[config.mk]
export PLATFORM = sky130hd
export DESIGN_NAME = ofifo_col_flat
export DESIGN_NICKNAME = d
export VERILOG_FILES = /design/src/rtl/ofifo_pkg.sv /design/src/rtl/ofifo_col_if.sv /design/src/rtl/fifo_lane.sv /design/src/rtl/ofifo_col.sv /design/src/flat_wrapper.sv
export SDC_FILE = /design/constraint.sdc
export NUM_CORES = 2
export LEC_CHECK = 0
export ABC_AREA = 1
export CAP_MARGIN = 20
export CORE_MARGIN = 2
export CORE_UTILIZATION = 60
export DETAILED_ROUTE_END_ITERATION = 7
export MAX_ROUTING_LAYER = met4
export PLACE_DENSITY = 0.78
export SETUP_SLACK_MARGIN = 0.2
export SLEW_MARGIN = 20
export SYNTH_ARGS = -nofsm -noshare
export SYNTH_HDL_FRONTEND = slang
export SYNTH_HIERARCHICAL = 1
export SYNTH_SLANG_ARGS = --single-unit
[constraint.sdc]
create_clock -name clk -period 9.05 [get_ports clk]
set_input_delay 2.2625 -clock clk [delete_from_list [all_inputs] [get_ports clk]]
set_output_delay 2.2625 -clock clk [all_outputs]
set_load 0.01 [all_outputs]
[src/rtl/ofifo_pkg.sv]
// Shared constants and helpers for the de-skewing output buffer.
package ofifo_pkg;
    localparam int COL_D   = 8;
    localparam int BW_D    = 22;
    localparam int DEPTH_D = 16;

    // Ceiling log2, used to size the lane pointer index.
    function automatic int clog2(input int v);
        int r;
        r = 0;
        while ((1 << r) < v) r++;
        return r;
    endfunction

    // Bit offset of a lane inside a packed row.
    function automatic int lane_lo(input int lane, input int bw);
        return lane * bw;
    endfunction
endpackage

[src/rtl/ofifo_col_if.sv]
// Row bus between the mac_col outputs, this buffer and the normalisation stage.
interface ofifo_col_if
    import ofifo_pkg::*;
#(
    parameter int COL = COL_D,
    parameter int BW  = BW_D
);
    logic [COL-1:0]    wr;
    logic [COL*BW-1:0] in;
    logic              rd;
    logic [COL*BW-1:0] out;
    logic              out_valid;
    logic              o_valid;
    logic              o_full;
    logic              o_ready;
    logic              o_overflow;
    logic              o_underflow;

    modport master (
        output wr, in, rd,
        input  out, out_valid, o_valid, o_full, o_ready, o_overflow, o_underflow
    );
    modport slave (
        input  wr, in, rd,
        output out, out_valid, o_valid, o_full, o_ready, o_overflow, o_underflow
    );
endinterface

[src/rtl/fifo_lane.sv]
// One lane FIFO; head entry is visible combinationally on dout.
module fifo_lane
    import ofifo_pkg::*;
#(
    parameter int BW    = BW_D,
    parameter int DEPTH = DEPTH_D
) (
    input  logic          clk,
    input  logic          reset,
    input  logic          wr,
    input  logic [BW-1:0] din,
    input  logic          rd,      // already gated: only high on an accepted row read
    output logic [BW-1:0] dout,
    output logic          empty,
    output logic          full
);
    localparam int AW = clog2(DEPTH);

    logic [BW-1:0] r_mem [DEPTH];
    logic [AW:0]   r_wp;
    logic [AW:0]   r_rp;

    assign empty = (r_wp == r_rp);
    assign full  = (r_wp[AW] != r_rp[AW]) && (r_wp[AW-1:0] == r_rp[AW-1:0]);
    assign dout  = r_mem[r_rp[AW-1:0]];

    // Pointer update; a write into a full lane is dropped (the top flags it).
    always_ff @(posedge clk or posedge reset) begin
        if (reset) begin
            r_wp <= '0;
            r_rp <= '0;
        end else begin
            if (wr && !full) r_wp <= r_wp + 1'b1;
            if (rd)          r_rp <= r_rp + 1'b1;
        end
    end

    // Storage array needs no reset; pointers define what is valid.
    always_ff @(posedge clk) begin
        if (wr && !full) r_mem[r_wp[AW-1:0]] <= din;
    end
endmodule

[src/rtl/ofifo_col.sv]
// De-skews COL staggered psum lanes and hands out one aligned row per read.
module ofifo_col
    import ofifo_pkg::*;
#(
    parameter int COL   = COL_D,
    parameter int BW    = BW_D,
    parameter int DEPTH = DEPTH_D
) (
    input  logic         clk,
    input  logic         reset,
    ofifo_col_if.slave   bus
);
    logic [COL-1:0]    w_empty;
    logic [COL-1:0]    w_full;
    logic [COL*BW-1:0] w_head;
    logic              w_valid;
    logic              w_rd_ok;
    logic [COL*BW-1:0] r_out;
    logic              r_out_valid;
    logic              r_ovf;
    logic              r_udf;

    // Flags come from registered pointers only, never from this cycle's wr/rd.
    assign w_valid = ~|w_empty;
    assign w_rd_ok = bus.rd && w_valid;

    for (genvar g = 0; g < COL; g++) begin : g_lane
        localparam int LO = lane_lo(g, BW);
        fifo_lane #(.BW(BW), .DEPTH(DEPTH)) u_lane (
            .clk   (clk),
            .reset (reset),
            .wr    (bus.wr[g]),
            .din   (bus.in[LO +: BW]),
            .rd    (w_rd_ok),
            .dout  (w_head[LO +: BW]),
            .empty (w_empty[g]),
            .full  (w_full[g])
        );
    end

    // Row output register: loads all lane heads together on an accepted read.
    always_ff @(posedge clk or posedge reset) begin
        if (reset) begin
            r_out       <= '0;
            r_out_valid <= 1'b0;
        end else begin
            r_out_valid <= w_rd_ok;
            if (w_rd_ok) r_out <= w_head;
        end
    end

    // Sticky error flags, cleared only by reset.
    always_ff @(posedge clk or posedge reset) begin
        if (reset) begin
            r_ovf <= 1'b0;
            r_udf <= 1'b0;
        end else begin
            if (|(bus.wr & w_full))   r_ovf <= 1'b1;
            if (bus.rd && !w_valid)   r_udf <= 1'b1;
        end
    end

    assign bus.out         = r_out;
    assign bus.out_valid   = r_out_valid;
    assign bus.o_valid     = w_valid;
    assign bus.o_full      = |w_full;
    assign bus.o_ready     = ~|w_full;
    assign bus.o_overflow  = r_ovf;
    assign bus.o_underflow = r_udf;
endmodule

[src/flat_wrapper.sv]
// flat-port wrapper written by rule: the top's interface ports become plain ports
module ofifo_col_flat import ofifo_pkg::*;
#(
    parameter int COL   = COL_D,
    parameter int BW    = BW_D,
    parameter int DEPTH = DEPTH_D
)
  (clk, reset, bus_wr, bus_in, bus_rd, bus_out, bus_out_valid, bus_o_valid, bus_o_full, bus_o_ready, bus_o_overflow, bus_o_underflow);
  ofifo_col_if #(.COL(COL), .BW(BW)) bus_i ();
  input  logic clk;
  input  logic reset;
  input wire logic [$bits(bus_i.wr)-1:0] bus_wr;
  input wire logic [$bits(bus_i.in)-1:0] bus_in;
  input wire logic [$bits(bus_i.rd)-1:0] bus_rd;
  output wire logic [$bits(bus_i.out)-1:0] bus_out;
  output wire logic [$bits(bus_i.out_valid)-1:0] bus_out_valid;
  output wire logic [$bits(bus_i.o_valid)-1:0] bus_o_valid;
  output wire logic [$bits(bus_i.o_full)-1:0] bus_o_full;
  output wire logic [$bits(bus_i.o_ready)-1:0] bus_o_ready;
  output wire logic [$bits(bus_i.o_overflow)-1:0] bus_o_overflow;
  output wire logic [$bits(bus_i.o_underflow)-1:0] bus_o_underflow;
  assign bus_i.wr = bus_wr;
  assign bus_i.in = bus_in;
  assign bus_i.rd = bus_rd;
  assign bus_out = bus_i.out;
  assign bus_out_valid = bus_i.out_valid;
  assign bus_o_valid = bus_i.o_valid;
  assign bus_o_full = bus_i.o_full;
  assign bus_o_ready = bus_i.o_ready;
  assign bus_o_overflow = bus_i.o_overflow;
  assign bus_o_underflow = bus_i.o_underflow;
  ofifo_col #(.COL(COL), .BW(BW), .DEPTH(DEPTH)) u_core (.clk(clk), .reset(reset), .bus(bus_i));
endmodule
==> metrics.md <==
| Metric | Value |
|---|---|
| Final Power | `47.6 mW` |
| GP Congestion | `0.876` |
| Avg Cell Area, Syn | `11.2 sq um` |
| Clk slew on worst S/H paths | `0.06 ns` |
| Psw | `18.2 mW` |
| Crit-path max cell delay | `0.75 ns` |
| Initial Util | `60.3%` |
| WP data required | `just under 7 ns` |
| Dpl cells | `13977` |
| Fin. max-slew vios | `0` |
| Net Sw Frac | `about two fifths` |
| Via-to-Cell Ratio | `5.79` |
| Initial antenna violation count | `35` |
| Number of flops mapped to enable cells by yosys | `2816` |
| Worst slew margin | `between 20% and 30%` |
| Pleak | `around 53 nW` |
| Clock power share | `26.1%` |
| Syn-to-layout area delta | `12.3%` |
| Die Y | `463 um` |
| Skew-Pair Late Insertion Delay | `approximately 0.95 ns` |
| # rows | `approximately 170` |
| Final min period | `6.85 ns` |
| Ys flop type | `edfxtp_1` |
| Max Cap Viol | `0` |
| Total Die Area | `0.214 sq mm` |
| Critical path fanouts, max | `87` |
| Routed len/inst | `21.4 um` |
| Post-Syn Area | `0.126 sq mm` |
| Final std cells w/o fill | `between 10000 and 15000` |
| Setup Buffers After CTS | `0` |
| Status | `complete, no violations` |
| Critical path's slowest cell | `dfrtp_4` |
| Post-synth ARST share | `8.42%` |
| DRC | `0` |
| Vias in the first global route | `81710` |
| Footprint of the multi-input gates | `about 0.031 sq mm` |
| Hpwl dp | `~180000 um` |
| Setup_tns | `0 ns` |
| Register area share after synthesis | `72.2%` |
| GR Overflow Total | `0` |
| PnR worst setup slack | `2.20 ns` |
| Final hold vios | `0` |
| Post-synth top area share | `67.0%` |
| Routed WL | `312000 um` |
| Sink Count | `roughly 3100` |
| Port bufs | `368` |
| M2 GR Usage | `around 46%` |
| Layout cells sized above 1 | `between 7 and 8%` |
| Type of origin of the critical path | `flip-flop` |
| Ys Warns | `6` |
| CP Data Arrival Time | `4.58 ns` |
| FF/Latch Area | `0.0911 sq mm` |
| Hold-fix buffers, CTS | `0` |
| Synth unique cells | `27` |
| Final setup fails | `0` |
| GRT Util Overall | `between 20% and 30%` |
| Initial DRC Count | `10219` |
| Worst Setup Path Type | `reg2out` |
| Unrepaired setup endpoints after global routing | `false` |
| Vias | `84267` |
| Max clock buf depth | `4` |
| Peak VDD IR | `around 0.35 mV` |
| Floorplan core area | `0.209 sq mm` |
| Largest cells by area after synthesis | `edfxtp_1 (67%), nand2_1 (8.9%), nor2_1 (6.1%)` |
| Seq pwr share | `39.0%` |
| Die extent in x | `463 um` |
| Detailed Routing Iterations Pass 1 | `7` |
| CTS tree | `yes` |
| Post_cts resized | `0` |
| Hold crit path type | `reg2reg` |
| Filler cells | `14540` |
| Ports | `369` |
| Clk root buf | `clkbuf_16` |
| Critical path, cell by cell | `inv_4 -> nand2_2 -> nand2_2 -> nor2_4 -> nand3_4 -> inv_1 -> nor2_1 -> nand2_1 -> nor2_1 -> clkdlybuf4s50_1` |
| PD cells | `between 300 and 400 mW/mm^2` |
| Met1 Resource Use GR | `38.8%` |
| Cts bufs inserted | `319` |
| Internal | `29.4 mW` |
| Pin count of the biggest net entering global routing | `121` |
| Mapped Cells | `around 11000` |
| Max Fclk | `146 MHz` |
| Comb power frac | `34.9%` |
| R2R Setup Slk | `3.77 ns` |
| Synthesis-stage register bit count | `just over 3000` |
| Post-Syn Nets | `approximately 11000` |
| Tcrit/Tclk final | `75.6%` |
| Most used routing layer | `met2` |
| Commonest cells after routing, fill and taps aside | `nand2_1 (2987), edfxtp_1 (2816), nor2_1 (2001)` |
| Cell accounting for the most synthesized area | `edfxtp_1` |
| Setup Slack @ Placement | `3.04 ns` |
| Crit end category | `output pin` |
| Commonest non-fill, non-tap cell in the layout | `nand2_1` |
| Met3 Track Usage GR | `5.25%` |
| Nets@finish | `11721` |
| H-tree depth | `5` |
| Clk_skew | `0.0604 ns` |
| Worst slew pin tran | `1.17 ns` |
| Antenna-violating nets left | `0` |
| First-pass GRT wire length | `471000 um` |
-- through the flow --
stage / utilization [%] / hold slack (ns) / area (sq um)
finish: 67.7 / 0.473 / 142000
global route: 67.7 / 0.483 / 142000
CTS: 67.6 / 0.476 / 142000
detailed placement: 63.0 / 0.462 / 132000
global placement: 62.9 / 0.455 / 132000
floorplan: - / 0.460 / 126000
-- state kept, by name, indices dropped and copies added, names as in the netlist --
signal	cells
u_core/bus.o_overflow	1
u_core/bus.o_underflow	1
u_core/bus.out	176
u_core/bus.out_valid	1
u_core/g_lane.u_lane/r_mem	2816
u_core/g_lane.u_lane/r_rp	40
u_core/g_lane.u_lane/r_wp	40
-- power by group through the flow --
stage / clock network, mW / registers (mW) / logic, mW
after floorplan: 0 / 18.3 / 11.3
after global placement: 0 / 18.8 / 15.8
after detailed placement: 0 / 18.8 / 16.3
after CTS: 12.6 / 18.6 / 16.4
after global routing: 13.1 / 18.7 / 18.3
final: 12.4 / 18.6 / 16.6
-- Yosys cell counts (24+ instances only) --
cell / number
o21ai_0: 1076
nand3_1: 752
dfrtp_1: 259
ha_1: 40
clkbuf_1: 219
edfxtp_1: 2816
buf_6: 24
inv_1: 268
nand2_1: 2987
nor2_2: 80
xor2_1: 56
o21ai_1: 164
buf_1: 69
buf_2: 250
nor2_1: 2049
buf_4: 56
-- layer usage --
| metal | share of wire, % | up-vias |
|---|---|---|
| met1 | 39 | 40764 |
| met3 | 9.3 | 622 |
| met5 | 0 | - |
| met4 | 3.3 | 0 |
| met2 | 48 | 4221 |
| li1 | - | 38660 |
-- layout make-up --
cell class / instances / share of cell area [%]
Sequential cell: 3075 / 64.3
Multi-Input combinational cell: 7259 / 21.9
Clock buffer: 415 / 6.10
Timing Repair Buffer: 547 / 3.58
Tap cell: 2805 / 2.48
Clock inverter: 131 / 0.798
Inverter: 292 / 0.793
Antenna cell: 30 / 0.0530
-- logic make-up (layout without fill, tap and decap cells) --
group	count (synthesis)	count (layout)	synth area share [%]
AO/OA/AOI/OAI	1243	1243	4.93
XOR/XNOR	56	56	0.389
adder cells (fa/ha/maj)	40	40	0.397
buffers and inverters	918	1385	3.38
flip-flops	3075	3075	72.2
other	0	30	0
AND/OR/NAND/NOR	5920	5920	18.8
-- critical path: cells and delay by family (launching register included) --
kind                   cells  cell delay [ns]
and+or+nand+nor            7             1.36
buffers and inverters      3             1.49
DFF                        1             0.75
-- final timing paths --
path                       depth (start not counted)                              end                            start
max                                               10                      bus_o_ready  u_core/g_lane[5].u_lane/r_rp[0]
min                                                2               u_core/bus.out[79]               u_core/bus.out[79]
max reg2reg                                       16  u_core/g_lane[1].u_lane/r_rp[4]  u_core/g_lane[5].u_lane/r_rp[0]
min reg2reg                                        2               u_core/bus.out[79]               u_core/bus.out[79]
max in group asynchronous                          4               u_core/bus.out[83]                            reset
min in group asynchronous                          3  u_core/g_lane[0].u_lane/r_wp[4]                            reset
Power figures use the tool's default switching activity.
